File: src/rtl/gemac_tx_frame_arbiter.sv
// gemac_tx_frame_arbiter: frame-atomic 2:1 fifo36 arbiter feeding the GEMAC tx_f36 input.
// Define GEMAC_TX_ARB_STRICT_PRIO_EN for fixed port-0 priority instead of round-robin.
module gemac_tx_frame_arbiter (
    input  logic        clk,
    input  logic        reset,
    input  logic        clear,
    input  logic [1:0]  en,
    input  logic [35:0] in0_data,
    input  logic        in0_src_rdy,
    output logic        in0_dst_rdy,
    input  logic [35:0] in1_data,
    input  logic        in1_src_rdy,
    output logic        in1_dst_rdy,
    output logic [35:0] out_data,
    output logic        out_src_rdy,
    input  logic        out_dst_rdy,
    output logic [1:0]  grant,
    output logic [15:0] frames0,
    output logic [15:0] frames1,
    output logic [15:0] orphans
);

    typedef enum logic [1:0] {
        IDLE  = 2'b00,
        PASS0 = 2'b01,
        PASS1 = 2'b10
    } state_t;

    state_t      state_q;
    logic [1:0]  grant_q;
    logic [15:0] frames0_q;
    logic [15:0] frames1_q;
    logic [15:0] orphans_q;
`ifndef GEMAC_TX_ARB_STRICT_PRIO_EN
    logic        last_q;
`endif

    logic        cand0;
    logic        cand1;
    logic        orph0;
    logic        orph1;
    logic        pick0;
    logic        pick1;
    logic        done0;
    logic        done1;
    logic [16:0] orph_sum;
    logic [15:0] orphans_d;

    assign cand0 = en[0] & in0_src_rdy & in0_data[32];
    assign cand1 = en[1] & in1_src_rdy & in1_data[32];
    assign orph0 = en[0] & in0_src_rdy & ~in0_data[32];
    assign orph1 = en[1] & in1_src_rdy & ~in1_data[32];

`ifdef GEMAC_TX_ARB_STRICT_PRIO_EN
    assign pick0 = cand0;
`else
    // On a tie the port that did not win last time goes first.
    assign pick0 = cand0 & (~cand1 | last_q);
`endif
    assign pick1 = cand1 & ~pick0;

    assign done0 = (state_q == PASS0) & in0_src_rdy
                 & out_dst_rdy & in0_data[33];
    assign done1 = (state_q == PASS1) & in1_src_rdy
                 & out_dst_rdy & in1_data[33];

    assign orph_sum  = {1'b0, orphans_q}
                     + {16'b0, orph0}
                     + {16'b0, orph1};
    assign orphans_d = orph_sum[16] ? 16'hFFFF : orph_sum[15:0];

    always_comb begin
        out_data    = '0;
        out_src_rdy = 1'b0;
        in0_dst_rdy = 1'b0;
        in1_dst_rdy = 1'b0;
        unique case (state_q)
            IDLE: begin
                in0_dst_rdy = orph0;
                in1_dst_rdy = orph1;
            end
            PASS0: begin
                out_data    = in0_data;
                out_src_rdy = in0_src_rdy;
                in0_dst_rdy = out_dst_rdy;
            end
            PASS1: begin
                out_data    = in1_data;
                out_src_rdy = in1_src_rdy;
                in1_dst_rdy = out_dst_rdy;
            end
            default: ;
        endcase
    end

    always_ff @(posedge clk) begin
        if (reset | clear) begin
            state_q   <= IDLE;
            grant_q   <= 2'b00;
            frames0_q <= '0;
            frames1_q <= '0;
            orphans_q <= '0;
`ifndef GEMAC_TX_ARB_STRICT_PRIO_EN
            last_q    <= 1'b1;
`endif
        end else begin
            unique case (state_q)
                IDLE: begin
                    orphans_q <= orphans_d;
                    if (pick0) begin
                        state_q <= PASS0;
                        grant_q <= 2'b01;
`ifndef GEMAC_TX_ARB_STRICT_PRIO_EN
                        last_q  <= 1'b0;
`endif
                    end else if (pick1) begin
                        state_q <= PASS1;
                        grant_q <= 2'b10;
`ifndef GEMAC_TX_ARB_STRICT_PRIO_EN
                        last_q  <= 1'b1;
`endif
                    end
                end
                PASS0: begin
                    if (done0) begin
                        state_q   <= IDLE;
                        grant_q   <= 2'b00;
                        frames0_q <= frames0_q + 16'd1;
                    end
                end
                PASS1: begin
                    if (done1) begin
                        state_q   <= IDLE;
                        grant_q   <= 2'b00;
                        frames1_q <= frames1_q + 16'd1;
                    end
                end
                default: begin
                    state_q <= IDLE;
                    grant_q <= 2'b00;
                end
            endcase
        end
    end

    assign grant   = grant_q;
    assign frames0 = frames0_q;
    assign frames1 = frames1_q;
    assign orphans = orphans_q;

endmodule

File: config.mk
export PLATFORM = sky130hd
export DESIGN_NAME = gemac_tx_frame_arbiter
export DESIGN_NICKNAME = d
export VERILOG_FILES = /design/src/rtl/gemac_tx_frame_arbiter.sv
export SDC_FILE = /design/constraint.sdc
export NUM_CORES = 1
export LEC_CHECK = 0
export CORE_MARGIN = 5
export CORE_UTILIZATION = 60
export DETAILED_ROUTE_END_ITERATION = 7
export DONT_BUFFER_PORTS = 1
export PLACE_DENSITY = 0.82
export SLEW_MARGIN = 10
export SYNTH_ARGS = -nofsm -noshare
export SYNTH_HDL_FRONTEND = slang
export SYNTH_SLANG_ARGS = --single-unit
File: constraint.sdc
create_clock -name clk -period 2.4 [get_ports clk]
set_input_delay 0.24 -clock clk [delete_from_list [all_inputs] [get_ports clk]]
set_output_delay 0.24 -clock clk [all_outputs]
set_load 0.05 [all_outputs]
==> impl_metrics.yaml <==
die:
  core_um2: 4820
  start_util: 0.629
  io_pins: 169
  die_y_um: 81.1
  die_w_um: 81.1
  fp-row-count: 25
  dieArea_um2: 6570
grt:
  grt_usage: 0.356
  antenna_found_initial: 0
  grt_overflow: 0
  grt_max_degree: 46
  grt_pass1_vias: 3472
  grt_pass1_wl_mm: 17.9
synthesis:
  syn_avg_cell_area_um2: 7.97
  ys_warn_count: 0
  synth_area_um2: 3030
  async_reset_ff_frac: 0
  synth_edf_count: 0
  synth_nets: 467
  synth_seq_area_share: 0.337
  ys_types: 36
  ys.flop_type: "dfxtp_1"
  synth.ff_latch_count: 51
  synthCells: 380
placement:
  postPlaceCellArea_um2: 4220
  portBuffers: 0
  place_congestion: 0.910
  dpl.hpwl_mm: 8.78
finish:
  multi_input_area_um2: 1980
  fill_cells: 223
  num_antenna_cells: 0
  seq_area_um2: 1020
  area_delta_synth_final_pct: 43.7
  final_cell_area_um2: 4350
  drive_gt1_frac: 0.299
  fin_nets: 538
  final_util: 0.904
timing:
  clock.fmax_ghz: 0.434
  finalHoldViolations: 0
  slew_headroom: 0.449
  rsz0062_at_grt: "yes"
  tightest_slew_ps: 827
  finalCritPeriodShare: 0.961
  period_needed_ps: 2310
  setup_violations: 0
  slew_viol_final: 0
  whs_ps: 204
  fin_skew_ps: 14.6
critical_path:
  crit_slowest_cell: "dfxtp_1"
  required_ps: 2160
  crit_family: "buffers and inverters"
  critPathKind: "register to output pin"
  crit_buf_inv: 4
  crit_chain: "buf_4 -> inv_1 -> ha_1 -> buf_4 -> a22oi_1 -> nor2b_2 -> buf_12"
  end_kind: "output pin"
  worstPathArrival_ps: 2070
  crit_top_cell: "buf_4"
  start_kind: "register"
  worst-path-max-fanout: 40
  cpPeakStageDelay_ps: 360
routing:
  via_count: 3429
  drtIter0Drc: 341
  wirelength_mm: 11.6
  detail-route-antenna-nets: 0
  drt_pre_antenna_iters: 6
  drc_errors: 0
  wl_per_cell_um: 22.4
  routed_via_density: 6.61
pwr:
  powerDensity_nw_per_um2: 365
  finalPower_w: 0.00159
  p_leak_nw: 1.44
  max-vdd-ir-drop_v: 0.000314
clock_tree:
  cts_tree: "done"
  clk_pin_slew_ps: 100
  cts-root-buf: "clkbuf_8"
  cts_buffers: 5
  cts.path.max_buffers: 2
  cts_hold_buf: 0
  cts_sinks: 51
  clk_latency_ps: 310
  htree_levels: 2
outcome:
  status: "complete, no violations"
job:
  drv_cap: 0
hold_path:
  min_path_type: "input pin to register"
[layout by cell type, fill, tap and decap left out, drive strengths merged, types with 13 or more instances in the layout]
cell type,count
a21oi,20
dfxtp,51
inv,13
nand3,15
xnor2,19
nor2b,37
buf,86
nand2,23
nand4,16
nor2,33
a22oi,38
[worst paths after layout]
kind / slack (ps) / startpoint / endpoint / cells past startpoint
max: 90 / grant[0] / out_data[2] / 7
max reg2reg: 120 / grant[0] / frames1[9] / 7
min reg2reg: 570 / orphans[13] / orphans[15] / 2
min: 200 / reset / last_q / 2
[worst register-to-register path, stage by stage (launching register included)]
cell and delay [ps]:
dfxtp_1 330, buf_4 200, inv_1 100, ha_1 170
nand4_1 410, or2_2 500, or3_1 340, a21oi_1 160
[layer usage]
layer / wire (µm) / part of all wire / vias up / GRT usage
met1: 3970 / 0.34 / 1628 / 0.398
met5: 0 / 0 / - / 0
met3: 1130 / 0.097 / 51 / 0.109
met4: 447 / 0.038 / 0 / 0.127
li1: - / - / 1526 / -
met2: 6070 / 0.52 / 224 / 0.636
[Yosys cell counts, types with 11 or more instances]
library cell / instances / area [µm²]
nand4_1: 15 / 93.8
nand3_1: 15 / 75.1
nor2_1: 33 / 124
nand2_1: 23 / 86.3
o21ai_0: 11 / 55.1
clkbuf_1: 16 / 60.1
nor2b_1: 37 / 231
a22oi_1: 38 / 285
inv_1: 12 / 45.0
a21oi_1: 20 / 100
xnor2_1: 19 / 166
dfxtp_1: 51 / 1020
[flip-flops by register name (all words and copies together) (netlist names)]
register,flops
frames1,16
last_q,1
grant,2
frames0,16
orphans,16
[through the flow]
step	std cells	setup TNS [ps]	setup WS, ps
2_1_floorplan	380	0	15.0
3_3_place_gp	511	0	282
3_5_place_dp	511	0	161
4_1_cts	519	0	74.1
5_1_grt	519	-76.6	-21.2
6_report	519	0	94.7
[area by class of cell]
type                            count  share of cell area
Inverter                           12              0.0103
Timing Repair Buffer               86               0.255
Sequential cell                    51               0.235
Clock inverter                      3              0.0106
Clock buffer                        5              0.0158
Multi-Input combinational cell    295               0.455
Tap cell                           67              0.0193
[where the power goes]
part           switching [W]  internal [W]  leakage [nW]  total, W
clock network       0.000299      0.000314        0.0548  0.000613
logic              0.0000781     0.0000486         0.970  0.000127
registers         0.00000220      0.000848         0.411  0.000850
total               0.000379       0.00121          1.44   0.00159
[repair_timing]
action                     4_1_cts  5_1_grt
setup endpoints to repair        0       14
resized for setup                0        2
setup buffers                    0        0
[cell families (layout without fill, tap and decap cells)]
group           after synthesis  after routing  share of synthesized area
simple gates                170            170                      0.310
compound gates               91             91                      0.201
buf+inv                      34            106                     0.0430
xor+xnor                     27             27                     0.0781
flops                        51             51                      0.337
fa+ha+maj                     7              7                     0.0314
Note: power is estimated with default switching activity, not from simulation.
